### src/rtl/mnist_pkg.sv
// Shared types for the MNIST feature pipeline: the feature word, the source FSM states and the checksum width.
package mnist_pkg;

    localparam int FEATURE_WIDTH  = 16;
    localparam int CHECKSUM_WIDTH = 32;

    typedef logic signed [FEATURE_WIDTH-1:0] feature_type;

    typedef enum logic [1:0] {
        SRC_IDLE,
        SRC_SEND,
        SRC_DONE
    } src_state_type;

endpackage

### src/rtl/feature_if.sv
// Valid/ready feature stream. The transmitter holds valid and features stable until it samples ready high at a posedge.
interface feature_if #(
    parameter int NUM_FEATURES = 1
);

    logic                  valid;
    logic                  ready;
    mnist_pkg::feature_type features [NUM_FEATURES];

    modport tx (output valid, output features, input ready);
    modport rx (input valid, input features, output ready);

endinterface

### src/rtl/feature_frame_ram.sv
// Frame buffer: one synchronous write port, one combinational read port, contents survive reset.
module feature_frame_ram
    import mnist_pkg::*;
#(
    parameter int DEPTH      = 196,
    parameter int ADDR_WIDTH = $clog2(DEPTH)
) (
    input  logic                  clock,
    input  logic                  wr_en,
    input  logic [ADDR_WIDTH-1:0] wr_addr,
    input  feature_type           wr_data,
    input  logic [ADDR_WIDTH-1:0] rd_addr,
    output feature_type           rd_data
);

    feature_type r_mem [DEPTH];

    always_ff @(posedge clock) begin
        if (wr_en) begin
            r_mem[wr_addr] <= wr_data;
        end
    end

    assign rd_data = r_mem[rd_addr];

endmodule

### src/rtl/feature_stream_source.sv
// Streams one stored frame, one feature per handshake, then pulses done.
// Optional running checksum is built only when FEATURE_SOURCE_CHECKSUM_EN is defined.
module feature_stream_source
    import mnist_pkg::*;
#(
    parameter int VECTOR_LENGTH = 196,
    parameter int ADDR_WIDTH    = $clog2(VECTOR_LENGTH)
) (
    input  logic                      clock,
    input  logic                      reset_n,
    input  logic                      wr_en,
    input  logic [ADDR_WIDTH-1:0]     wr_addr,
    input  feature_type               wr_data,
    input  logic                      start,
    output logic                      busy,
    output logic                      done,
    output logic [ADDR_WIDTH:0]       beat_count,
    output logic [CHECKSUM_WIDTH-1:0] checksum,
    feature_if.tx                     features_out
);

    localparam logic [ADDR_WIDTH-1:0] LAST_INDEX = ADDR_WIDTH'(VECTOR_LENGTH - 1);
    localparam logic [ADDR_WIDTH:0]   DEPTH      = (ADDR_WIDTH + 1)'(VECTOR_LENGTH);

    src_state_type         r_state;
    src_state_type         w_next_state;
    logic [ADDR_WIDTH-1:0] r_index;
    logic [ADDR_WIDTH:0]   r_beat_count;
    logic                  w_launch;
    logic                  w_handshake;
    logic                  w_wr_accept;
    feature_type           w_rd_data;

    assign w_launch    = (r_state == SRC_IDLE) && start;
    assign w_handshake = (r_state == SRC_SEND) && features_out.ready;
    // The extra address bit keeps the range check correct when VECTOR_LENGTH is a power of two.
    assign w_wr_accept = wr_en && (r_state == SRC_IDLE) && ({1'b0, wr_addr} < DEPTH);

    feature_frame_ram #(
        .DEPTH      (VECTOR_LENGTH),
        .ADDR_WIDTH (ADDR_WIDTH)
    ) u_frame_ram (
        .clock   (clock),
        .wr_en   (w_wr_accept),
        .wr_addr (wr_addr),
        .wr_data (wr_data),
        .rd_addr (r_index),
        .rd_data (w_rd_data)
    );

    always_ff @(posedge clock or negedge reset_n) begin
        if (!reset_n) begin
            r_state <= SRC_IDLE;
        end else begin
            r_state <= w_next_state;
        end
    end

    always_comb begin
        w_next_state = r_state;
        case (r_state)
            SRC_IDLE: if (start) w_next_state = SRC_SEND;
            SRC_SEND: if (w_handshake && (r_index == LAST_INDEX)) w_next_state = SRC_DONE;
            SRC_DONE: w_next_state = SRC_IDLE;
            default:  w_next_state = SRC_IDLE;
        endcase
    end

    // The index parks on the last entry after the final beat; only a new start rewinds it.
    always_ff @(posedge clock or negedge reset_n) begin
        if (!reset_n) begin
            r_index      <= '0;
            r_beat_count <= '0;
        end else if (w_launch) begin
            r_index      <= '0;
            r_beat_count <= '0;
        end else if (w_handshake) begin
            r_beat_count <= r_beat_count + (ADDR_WIDTH + 1)'(1);
            if (r_index != LAST_INDEX) begin
                r_index <= r_index + ADDR_WIDTH'(1);
            end
        end
    end

`ifdef FEATURE_SOURCE_CHECKSUM_EN
    logic [CHECKSUM_WIDTH-1:0] r_checksum;

    always_ff @(posedge clock or negedge reset_n) begin
        if (!reset_n) begin
            r_checksum <= '0;
        end else if (w_launch) begin
            r_checksum <= '0;
        end else if (w_handshake) begin
            r_checksum <= r_checksum + CHECKSUM_WIDTH'(w_rd_data);
        end
    end

    assign checksum = r_checksum;
`else
    assign checksum = '0;
`endif

    assign features_out.valid       = (r_state == SRC_SEND);
    assign features_out.features[0] = (r_state == SRC_SEND) ? w_rd_data : '0;
    assign busy                     = (r_state == SRC_SEND) || (r_state == SRC_DONE);
    assign done                     = (r_state == SRC_DONE);
    assign beat_count               = r_beat_count;

endmodule

### src/flat_wrapper.sv
// flat-port wrapper written by rule: the top's interface ports become plain ports
module feature_stream_source_flat import mnist_pkg::*;
#(
    parameter int VECTOR_LENGTH = 196,
    parameter int ADDR_WIDTH    = $clog2(VECTOR_LENGTH)
)
  (clock, reset_n, wr_en, wr_addr, wr_data, start, busy, done, beat_count, checksum, features_out_valid, features_out_features, features_out_ready);
  feature_if #(.NUM_FEATURES(1)) features_out_i ();
  input  logic clock;
  input  logic reset_n;
  input  logic wr_en;
  input  logic [ADDR_WIDTH-1:0] wr_addr;
  input  feature_type wr_data;
  input  logic start;
  output logic busy;
  output logic done;
  output logic [ADDR_WIDTH:0] beat_count;
  output logic [CHECKSUM_WIDTH-1:0] checksum;
  output wire logic [$bits(features_out_i.valid)-1:0] features_out_valid;
  output wire logic [$bits(features_out_i.features)-1:0] features_out_features;
  input wire logic [$bits(features_out_i.ready)-1:0] features_out_ready;
  assign features_out_valid = features_out_i.valid;
  assign features_out_features = {>>{features_out_i.features}};
  assign features_out_i.ready = features_out_ready;
  feature_stream_source #(.VECTOR_LENGTH(VECTOR_LENGTH), .ADDR_WIDTH(ADDR_WIDTH)) u_core (.clock(clock), .reset_n(reset_n), .wr_en(wr_en), .wr_addr(wr_addr), .wr_data(wr_data), .start(start), .busy(busy), .done(done), .beat_count(beat_count), .checksum(checksum), .features_out(features_out_i));
endmodule
### config.mk
export PLATFORM = sky130hd
export DESIGN_NAME = feature_stream_source_flat
export DESIGN_NICKNAME = d
export VERILOG_FILES = /design/src/rtl/mnist_pkg.sv /design/src/rtl/feature_if.sv /design/src/rtl/feature_frame_ram.sv /design/src/rtl/feature_stream_source.sv /design/src/flat_wrapper.sv
export SDC_FILE = /design/constraint.sdc
export NUM_CORES = 2
export LEC_CHECK = 0
export CAP_MARGIN = 10
export CELL_PAD_IN_SITES_DETAIL_PLACEMENT = 1
export CELL_PAD_IN_SITES_GLOBAL_PLACEMENT = 1
export CORE_MARGIN = 2
export CORE_UTILIZATION = 50
export CTS_CLUSTER_SIZE = 25
export DETAILED_ROUTE_END_ITERATION = 16
export GPL_TIMING_DRIVEN = 0
export PLACE_DENSITY_LB_ADDON = 0.1
export SLEW_MARGIN = 0
export SYNTH_ARGS = -nofsm -noshare
export SYNTH_HDL_FRONTEND = slang
export SYNTH_HIERARCHICAL = 1
export SYNTH_SLANG_ARGS = --single-unit
### constraint.sdc
create_clock -name clock -period 4.05 [get_ports clock]
set_clock_uncertainty 0.05 [all_clocks]
set_input_delay 0.6075 -clock clock [delete_from_list [all_inputs] [get_ports clock]]
set_output_delay 0.6075 -clock clock [all_outputs]
set_load 0.02 [all_outputs]
==> metrics.md <==
| Metric | Value |
|---|---|
| Port Buf Inserts | between 50 and 60 |
| Slew of the pin with the lowest slew margin | between 1 and 1.5 ns |
| Power share of the clock group | between 30% and 40% |
| Run status | finished with violations |
| Most common cell after layout, fill and taps aside | edfxtp_1 |
| Slew Limit Fails | 0 |
| Worst Path Max Fanout | 8 |
| Worst Slack Setup Final | -0.934 ns |
| Core area | between 200000 and 250000 sq um |
| Commonest cells after routing, fill and taps aside | 3136 x edfxtp_1, 515 x mux4_2, 408 x mux2i_1 |
| Clock Latency Late Sink | 0.96 ns |
| Worst r2r src | u_core/r_state[1] |
| Ratio of cells with drive above 1 in the final layout | around a third |
| Number of flops mapped to enable cells by yosys | about 3100 |
| Largest net degree at the start of global routing | 143 |
| CTS H-Tree Depth | 5 |
| Post-synth top flop | edfxtp_1 |
| Final non-filler cell total | roughly 11000 |
| Highest Clock Rate | roughly 0.2 GHz |
| HP Class | input pin to flop |
| Die area | between 200000 and 300000 sq um |
| Nets | 6981 |
| Setup Viol. Count Final | 16 |
| Worst hold path depth | 1 |
| Share of the synthesized area in the top cell type | 76.0% |
| Via density | approximately 6.5 |
| Critical Path RT | ~3.4 ns |
| TritonCTS Buffers | 342 |
| Netlist Area Pre-Place | roughly 120000 sq um |
| Hold Violations, Final | 0 |
| WL final | 408000 um |
| Via count | between 60000 and 70000 |
| Internal | approximately 61000 uW |
| Synth async-reset ratio | less than 1% |
| Antenna Nets Post-Route | 0 |
| Period Utilization, post-route | 123% |
| Slowest stage delay, CP | approximately 0.53 ns |
| Drc violations | 0 |
| Initial DRC Count | between 8000 and 9000 |
| RR Endpoint | u_core/u_frame_ram/r_mem[59][4] |
| Clk buf depth | 4 |
| DIE HEIGHT | ~500 um |
| Share of power burned in registers | a little over two fifths |
| Crit path launch type | flop |
| Hold Path End | u_core/u_frame_ram/r_mem[92][10] |
| Grt ovf | 0 |
| Pwr Density | 563 nW/um^2 |
| Util after Layout | between 60% and 70% |
| Placed insts | 9795 |
| Max-cap viol count | 0 |
| Drt wl/cell | 38.8 um |
| Ys Warns | 6 |
| RSZ-0062 raised after global routing | yes |
| Drt first pass iters | 5 |
| Failing checks | negative setup slack |
| Ranking of synthesized cells by area | edfxtp_1 76%, mux4_2 9.4%, mux2i_1 3.7%, nor2_1 1.1%, a22oi_1 1.0% |
| Post-Synthesis Cells | just over 6000 |
| Hold path start | wr_data[10] |
| Peak supply drop | a little over 0.4 mV |
| First-pass GRT wire length | 559000 um |
| CP max stage cell | nor4_4 |
| Worst Path Arrival | 4.33 ns |
| Clock transition at path regs | 0.06 ns |
| Logic pwr share | 22.7% |
| Avg Inst Size Synth | 20.1 sq um |
| Cell at the root of the clock tree | clkbuf_16 |
| Vias in the first global route | just under 70000 |
| FILL cells | 20228 |
| CTS tree | done |
| Net Sw Frac | approximately 28% |
| P_leak | ~0.047 uW |
| Min cycle time layout | about 5 ns |
| Rows | around 180 |
| Reg-to-reg slack, setup | around 0.06 ns |
| Pre-CTS setup slack | -2.18 ns |
| Crit path kind | flop to primary output |
| Worst reg-to-reg path cell count | 10 |
| Die X | 502 um |
| Sink Count | approximately 3200 |
| I/O Pins | 89 |
| Critical path, cell by cell | buf_4 -> buf_12 -> buf_16 -> bufbuf_16 -> mux2_2 -> a2111oi_4 -> a2111oi_1 -> buf_4 -> nor4_4 -> o21ai_1 -> and2_4 -> buf_4 |
| Initial antenna violation count | 18 |
| Switching pwr | between 20000 and 25000 uW |
| Setup_tns | -13.08 ns |
| Top cell type by total area after synthesis | edfxtp_1 |
| Gr usage total | between 30% and 40% |
| Post-DP HPWL | approximately 270000 um |
| Synth cell types | 64 |
| Initial Utilization | between 50% and 60% |
| Routability cong. | about 0.92 |
| Slew HR | roughly 8.4% |
| Crit end category | primary output |
| Seq/Total Area, Yosys | 76.4% |
| Flops & latches, synth | ~3200 |
| Area Overhead vs Synth | 21.4% |
| Critical Path Most Common Cell | buf_4 |
-- routing by layer --
layer / routed length (um) / share of wire [%] / vias to the layer above / global-route usage (%)
met1: 157000 / 39 / 36896 / 43.3
met5: 40 / 0.0098 / - / 0
met2: 190000 / 47 / 3388 / 49.9
li1: - / - / 27267 / -
met3: 34800 / 8.5 / 803 / 6.65
met4: 26100 / 6.4 / 6 / 17.7
-- synthesized netlist by cell type, drive strengths merged, types with 4 or more instances --
library cell,n
a2111oi,117
a211oi,83
a21o,54
a21oi,104
a221oi,46
a22o,16
a22oi,173
a31oi,18
and2,24
buf,288
clkbuf,118
dfrtp,19
edfxtp,3136
ha,7
inv,4
mux2,77
mux2i,458
mux4,515
nand2,111
nand2b,10
nand3,33
nand3b,5
nand4,4
nor2,372
nor2b,48
nor3,30
nor4,16
o21ai,49
o21bai,43
o221ai,64
o22ai,46
o31ai,42
or2,4
or3,5
or4,6
-- final cells by class --
| class | count | area [sq um] | share of cell area (%) |
|---|---|---|---|
| Sequential cell | 3155 | 94700 | 62.9 |
| Multi-Input combinational cell | 2638 | 31400 | 20.9 |
| Clock buffer | 434 | 9110 | 6.06 |
| Timing Repair Buffer | 405 | 5620 | 3.74 |
| Buffer | 399 | 4230 | 2.81 |
| Tap cell | 3312 | 4140 | 2.75 |
| Clock inverter | 151 | 1200 | 0.795 |
| Antenna cell | 14 | 35.0 | 0.0233 |
| Inverter | 4 | 15.0 | 0.00998 |
-- flip-flops by register name, indices dropped and copies added (netlist names) --
register                  flops
u_core/u_frame_ram/r_mem   3136
u_core/beat_count             9
u_core/r_index                8
u_core/r_state                2
-- worst max-delay path: cells and delay by family (launching register included) --
kind                   cells  cell delay, ns
AOI/OAI and AO/OA          3            0.66
buffers and inverters      6            1.14
DFF                        1            0.41
muxes                      1            0.39
and+or+nand+nor            2            0.72
-- worst max path at each step --
stage,from,to,slack [ns],depth (start not counted)
5_1_grt,u_core/r_index[0],features_out_features[15],-1.01,13
4_1_cts,u_core/r_index[0],features_out_features[8],-0.92,13
3_5_place_dp,u_core/r_index[1],features_out_features[2],-2.18,10
3_3_place_gp,wr_data[8],u_core/u_frame_ram/r_mem[13][8],-4.86,1
6_report,u_core/r_index[0],features_out_features[15],-0.93,12
2_1_floorplan,wr_addr[5],u_core/u_frame_ram/r_mem[127][0],0.89,6
-- through the flow --
| stage | total power [uW] | hold WS, ns | area (sq um) |
|---|---|---|---|
| finish | 84700 | 0.0316 | 150000 |
| global route | 86600 | 0.0295 | 150000 |
| CTS | 83900 | 0.0131 | 149000 |
| detailed placement | 52000 | 0.503 | 133000 |
| global placement | 51900 | 0.491 | 129000 |
| floorplan | 45800 | 0.262 | 124000 |
-- timing repair --
action | in CTS | in global routing
setup endpoints to repair | 230 | 318
setup buffers | 64 | 53
pin swaps | 135 | 85
hold buffers | 1 | 1
gates cloned | 10 | 5
gates resized for setup | 1127 | 257
hold endpoints to repair | 1 | 5
-- power by group through the flow --
stage	Combinational (uW)	Clock (uW)	Sequential [uW]
final	19200	29400	36000
after global routing	19700	30900	36000
after CTS	18100	29800	36000
after detailed placement	15300	0	36700
after global placement	14800	0	37000
after floorplan	9080	0	36700
-- kinds of logic (layout without fill, tap and decap cells) --
group           after synthesis  in the layout  share of synthesized area, %
flops                      3155           3155                          76.4
mux                        1050           1050                          13.8
compound gates              861            861                          5.17
simple gates                686            686                          2.50
buf+inv                     410           1393                          2.08
fa+ha+maj                     7              7                        0.0707
xor+xnor                      2              2                        0.0141
other cells                   1             46                       0.00303
Power figures use the tool's default switching activity.
